==> src/rtl/uart_mm_responder.sv <==
// Avalon-MM responder exposing a two-register UART-style interface (data, control/status).
// Every transfer takes a fixed IDLE -> BUSY -> ACK sequence; RX and TX bytes pass through FIFOs.
module uart_mm_responder #(
  parameter int RX_DEPTH = 64,
  parameter int TX_DEPTH = 64
) (
  input  logic        clk,
  input  logic        reset,
  input  logic        chipselect,
  input  logic        address,
  input  logic        read_n,
  input  logic        write_n,
  input  logic [31:0] writedata,
  output logic [31:0] readdata,
  output logic        waitrequest,
  input  logic        rx_valid,
  input  logic [7:0]  rx_data,
  output logic        rx_ready,
  output logic        tx_valid,
  output logic [7:0]  tx_data,
  input  logic        tx_ready,
  output logic        irq
);

  localparam int RX_AW = $clog2(RX_DEPTH);
  localparam int TX_AW = $clog2(TX_DEPTH);
  localparam logic [RX_AW:0] RX_FULL = RX_DEPTH[RX_AW:0];
  localparam logic [TX_AW:0] TX_FULL = TX_DEPTH[TX_AW:0];

  typedef enum logic [1:0] {IDLE, BUSY, ACK} state_t;

  state_t state, state_next;

  logic             req, busy;
  logic             addr_p0, rd_p0;
  logic [7:0]       wbyte_p0;
  logic [2:0]       wctl_p0;
  logic             re, we, txovf;
  logic             unused_wd;

  logic [7:0]       rx_mem [RX_DEPTH];
  logic [RX_AW-1:0] rx_wptr, rx_rptr;
  logic [RX_AW:0]   rx_count;
  logic             rx_push, rx_pop, rx_nonempty;

  logic [7:0]       tx_mem [TX_DEPTH];
  logic [TX_AW-1:0] tx_wptr, tx_rptr;
  logic [TX_AW:0]   tx_count;
  logic             tx_push, tx_pop, tx_full, tx_ovf_set, ctl_wr;

  logic [31:0]      wspace32;
  logic             ri, wi;
  logic [31:0]      data_word, ctl_word;

  function automatic logic [15:0] sat16(input logic [31:0] v);
    if (v > 32'h0000_FFFF) return 16'hFFFF;
    return v[15:0];
  endfunction

  assign unused_wd = ^{writedata[31:11], writedata[9:2]};

  assign req         = chipselect & (~read_n | ~write_n);
  assign busy        = (state == BUSY);
  assign waitrequest = (state != ACK);

  always_ff @(posedge clk) begin
    if (reset) state <= IDLE;
    else       state <= state_next;
  end

  always_comb begin
    state_next = state;
    case (state)
      IDLE:    if (req) state_next = BUSY;
      BUSY:    state_next = ACK;
      ACK:     state_next = IDLE;
      default: state_next = IDLE;
    endcase
  end

  // Request capture: both strobes low resolves to a read.
  always_ff @(posedge clk) begin
    if (reset) begin
      addr_p0 <= 1'b0;
      rd_p0   <= 1'b0;
    end else if (state == IDLE && req) begin
      addr_p0 <= address;
      rd_p0   <= ~read_n;
    end
  end

  always_ff @(posedge clk) begin
    if (state == IDLE && req) begin
      wbyte_p0 <= writedata[7:0];
      wctl_p0  <= {writedata[10], writedata[1:0]};
    end
  end

  assign rx_nonempty = (rx_count != '0);
  assign rx_ready    = (rx_count != RX_FULL);
  assign rx_push     = rx_valid & rx_ready;
  assign rx_pop      = busy & rd_p0 & ~addr_p0 & rx_nonempty;

  assign tx_full     = (tx_count == TX_FULL);
  assign tx_valid    = (tx_count != '0);
  assign tx_data     = tx_mem[tx_rptr];
  assign tx_pop      = tx_valid & tx_ready;
  assign tx_push     = busy & ~rd_p0 & ~addr_p0 & ~tx_full;
  assign tx_ovf_set  = busy & ~rd_p0 & ~addr_p0 & tx_full;
  assign ctl_wr      = busy & ~rd_p0 & addr_p0;

  always_ff @(posedge clk) begin
    if (rx_push) rx_mem[rx_wptr] <= rx_data;
    if (tx_push) tx_mem[tx_wptr] <= wbyte_p0;
  end

  always_ff @(posedge clk) begin
    if (reset) begin
      rx_wptr  <= '0;
      rx_rptr  <= '0;
      rx_count <= '0;
    end else begin
      if (rx_push) rx_wptr <= rx_wptr + RX_AW'(1);
      if (rx_pop)  rx_rptr <= rx_rptr + RX_AW'(1);
      case ({rx_push, rx_pop})
        2'b10:   rx_count <= rx_count + (RX_AW+1)'(1);
        2'b01:   rx_count <= rx_count - (RX_AW+1)'(1);
        default: rx_count <= rx_count;
      endcase
    end
  end

  always_ff @(posedge clk) begin
    if (reset) begin
      tx_wptr  <= '0;
      tx_rptr  <= '0;
      tx_count <= '0;
    end else begin
      if (tx_push) tx_wptr <= tx_wptr + TX_AW'(1);
      if (tx_pop)  tx_rptr <= tx_rptr + TX_AW'(1);
      case ({tx_push, tx_pop})
        2'b10:   tx_count <= tx_count + (TX_AW+1)'(1);
        2'b01:   tx_count <= tx_count - (TX_AW+1)'(1);
        default: tx_count <= tx_count;
      endcase
    end
  end

  always_ff @(posedge clk) begin
    if (reset) begin
      re    <= 1'b0;
      we    <= 1'b0;
      txovf <= 1'b0;
    end else begin
      if (ctl_wr) begin
        re <= wctl_p0[0];
        we <= wctl_p0[1];
        if (wctl_p0[2]) txovf <= 1'b0;
      end
      if (tx_ovf_set) txovf <= 1'b1;
    end
  end

  assign wspace32  = 32'(TX_DEPTH) - 32'(tx_count);
  assign ri        = re & rx_nonempty;
  assign wi        = we & (wspace32 != 32'd0);
  // RAVAIL reports the occupancy left once this read's pop has taken effect.
  assign data_word = {sat16(32'(rx_count) - 32'd1), 1'b1, 7'b0, rx_mem[rx_rptr]};
  assign ctl_word  = {sat16(wspace32), rx_nonempty, 4'b0, txovf, wi, ri, 6'b0, we, re};

  always_ff @(posedge clk) begin
    if (reset) begin
      readdata <= '0;
      irq      <= 1'b0;
    end else begin
      irq <= ri | wi;
      if (busy) begin
        if (!rd_p0)          readdata <= '0;
        else if (addr_p0)    readdata <= ctl_word;
        else if (rx_nonempty) readdata <= data_word;
        else                 readdata <= '0;
      end
    end
  end

endmodule

==> config.mk <==
export PLATFORM = sky130hd
export DESIGN_NAME = uart_mm_responder
export DESIGN_NICKNAME = d
export VERILOG_FILES = /design/src/rtl/uart_mm_responder.sv
export SDC_FILE = /design/constraint.sdc
export NUM_CORES = 1
export LEC_CHECK = 0
export BUFFER_PORTS_ARGS = -buffer_cell sky130_fd_sc_hd__clkbuf_2
export CORE_UTILIZATION = 56
export CTS_CLUSTER_DIAMETER = 60
export CTS_CLUSTER_SIZE = 40
export DETAILED_ROUTE_END_ITERATION = 12
export PLACE_DENSITY = 0.8
export SLEW_MARGIN = 20
export SYNTH_ARGS = -nofsm -noshare
export SYNTH_HDL_FRONTEND = slang
export SYNTH_SLANG_ARGS = --single-unit
export TNS_END_PERCENT = 50
==> constraint.sdc <==
create_clock -name clk -period 7.75 [get_ports clk]
set_clock_uncertainty 0.1 [all_clocks]
set_input_delay 0.3875 -clock clk [delete_from_list [all_inputs] [get_ports clk]]
set_output_delay 0.3875 -clock clk [all_outputs]
set_load 0.02 [all_outputs]
==> out/qor.yml <==
cts_max_level: 3
cts_buffers: 68
cp_max_fo: 41
drv_cap: 0
syn_area_um2: 43700
power_density_nw_per_um2: 254
dr.first_iter.drc_count: 2353
rsz0062_at_grt: "false"
switching_share_pct: 25.5
gp_congestion: 0.861
pwr-share-seq_pct: 55.4
fillers: 5083
synthTopCellsByArea: "edfxtp_1, mux4_2, dfxtp_1, nor2_1, nand2_1"
finalSetupTns_ns: 0
start_kind: "flip-flop"
synth_fa_ha_area_share_pct: 0.344
nets: 2318
overflow: 0
synthTopCellsByCount: "edfxtp_1, mux4_2, nor2_1"
ys_async_sr_fraction_pct: 0
power.total_mw: 12.1
drtAntennaViolNets: 0
yosysMostFrequentCell: "edfxtp_1"
synth_top_family_by_area: "multiplexers"
intPower_mw: 9.00
p_comb_share_pct: 9.9
slew_headroom_pct: 25.1
dp_hpwl_um: 54800
fp.dieW_um: 281
hold_viol_final: 0
hold_path.class: "in2reg"
initial_core_util_pct: 56.5
synthXorXnorAreaFrac_pct: 0.702
die_area_um2: 79100
clkLatencyLatePin_ns: 0.65
io_pins: 92
synth-compound-area-share_pct: 2.63
final_max_slew_viol_count: 0
yosys-mux-area-fraction_pct: 15.7
p_switching_mw: 3.09
fin_crit_ns: 4.94
clkTransAtPathRegs_ns: 0.11
first_pass_iters: 5
period_share_pct: 63.7
dpl.cell_count: 3215
core_area_um2: 77300
worst_pin_slew_ns: 1.12
drive_gt1_share_pct: 22.8
p_leak_nw: 14.4
synth_largest_area_cell: "edfxtp_1"
yosysWarningCount: 0
fin_cells: 3354
clkSinkCount: 1111
crit_type: "reg2out"
yosysSeqAreaShare_pct: 74.6
finalInstanceArea_um2: 47600
wl_per_cell_um: 28.0
grt_pass1_wl_um: 139000
synth_flop_cell: "edfxtp_1"
grt_max_degree: 123
cts_buffer_depth: 3
crit_required_ns: 7.26
crit_arrival_ns: 4.45
grt_antenna_before_repair: 3
ys_ff_latch: 1111
syn_area_per_cell_um2: 19.6
synthSimpleGateAreaFrac_pct: 4.35
max_freq_mhz: 202
area_growth_pct: 9.00
pwr-share-clk_pct: 34.7
die_y_um: 281
vias: 21700
grtUsageTotal_pct: 24.1
drc: 0
place_area_um2: 44900
peakVddDrop_mv: 0.265
cts_tree: "done"
postSynthCellCount: 2226
cts_root_buf: "clkbuf_16"
status: "complete, no violations"
rows: 102
avgViaCountPerCell: 6.46
cts_resized: 0
synth_top_area_share_pct: 71.0
drt-total-wl_um: 93900
cp-end-kind: "output pin"
synth-edff-count: 1033
grt_pass1_vias: 21900
port_buffers: 64
finalSetupViolations: 0
ys_types: 65
logic make-up after synthesis:
family | after synthesis
and+or+nand+nor | 415
AOI/OAI and AO/OA | 177
adders and majority gates | 12
DFF | 1111
muxes | 320
other | 1
buffers and inverters | 155
xor gates and xnor gates | 35
per-stage QoR:
stage	setup slack, ns	utilization (%)	hold WS (ns)
floorplan	3.76	-	0.377
global placement	3.56	58.0	0.346
detailed placement	3.49	58.0	0.352
CTS	2.65	61.5	0.0423
global route	2.51	61.5	0.140
finish	2.81	61.5	0.0616
routing by layer:
layer	wire, µm	global-route usage (%)	up-vias
li1	-	-	9067
met1	35300	32.3	11100
met2	46700	39.2	1279
met3	8670	5.25	212
met4	3330	8.93	4
met5	23	0	-
flip-flops by register name, indices dropped and copies added, names as in the netlist, 2 cells and up, named ones only:
signal and flops:
rx_mem 512, tx_mem 512, readdata 20, wbyte_p0 8, rx_count 7, tx_count 7, rx_rptr 6, rx_wptr 6
tx_rptr 6, tx_wptr 6, state 2
worst paths after layout:
check,startpoint,endpoint,slack [ns],cells past startpoint
setup reg to reg,tx_count[1],tx_count[6],3.46,14
hold / removal,write_n,state[0],0.06,4
setup / recovery,flip-flop,tx_data[0],2.81,7
hold reg to reg,readdata[20],readdata[20],0.36,2
what timing repair did:
| action | CTS | global route |
|---|---|---|
| hold buffers | 12 | 0 |
| hold endpoints to repair | 12 | 0 |
| buffers inserted | 0 | 0 |
power by group through the flow:
stage | Combinational, mW | Sequential (mW) | Clock (mW)
after detailed placement | 1.16 | 6.86 | 0
after CTS | 1.18 | 6.72 | 4.22
after floorplan | 0.907 | 6.77 | 0
after global placement | 1.12 | 6.85 | 0
after global routing | 1.29 | 6.71 | 4.42
final | 1.20 | 6.70 | 4.19
layout make-up:
class                   count  area (µm²)  area share, %
multi-input cells         963       10400           21.8
well taps                1040        1300           2.73
diodes                      1        2.50        0.00526
clock inverters            55         850           1.79
flip-flops and latches   1111       32600           68.5
clock buffers              70        1730           3.64
inverters                  10        37.5         0.0789
repair buffers            104         688           1.45
cells in the final DEF (no fill, tap or decap), drive strengths merged, types with 10 or more instances in the layout:
master / n
edfxtp: 1033
mux4: 292
nor2: 209
clkbuf: 132
dfxtp: 78
nand2: 71
a21oi: 39
inv: 37
o22ai: 32
nand3: 31
buf: 30
o21ai: 27
clkinv: 24
mux2i: 22
nor2b: 22
xor2: 20
a31oi: 15
xnor2: 15
a22oi: 13
a211oi: 13
ha: 12
dlygate4sd3: 12
nand2b: 11
or3: 11
nand4: 10
critical path, cell delays in order, from the launching register on:
cell and delay [ns]:
dfxtp_4 0.90, buf_4 0.75, mux4_2 0.62, mux4_2 0.49
nor2b_1 0.18, a211oi_1 0.38, a21oi_1 0.17, clkbuf_2 0.25
(Power assumes the default switching activity.)
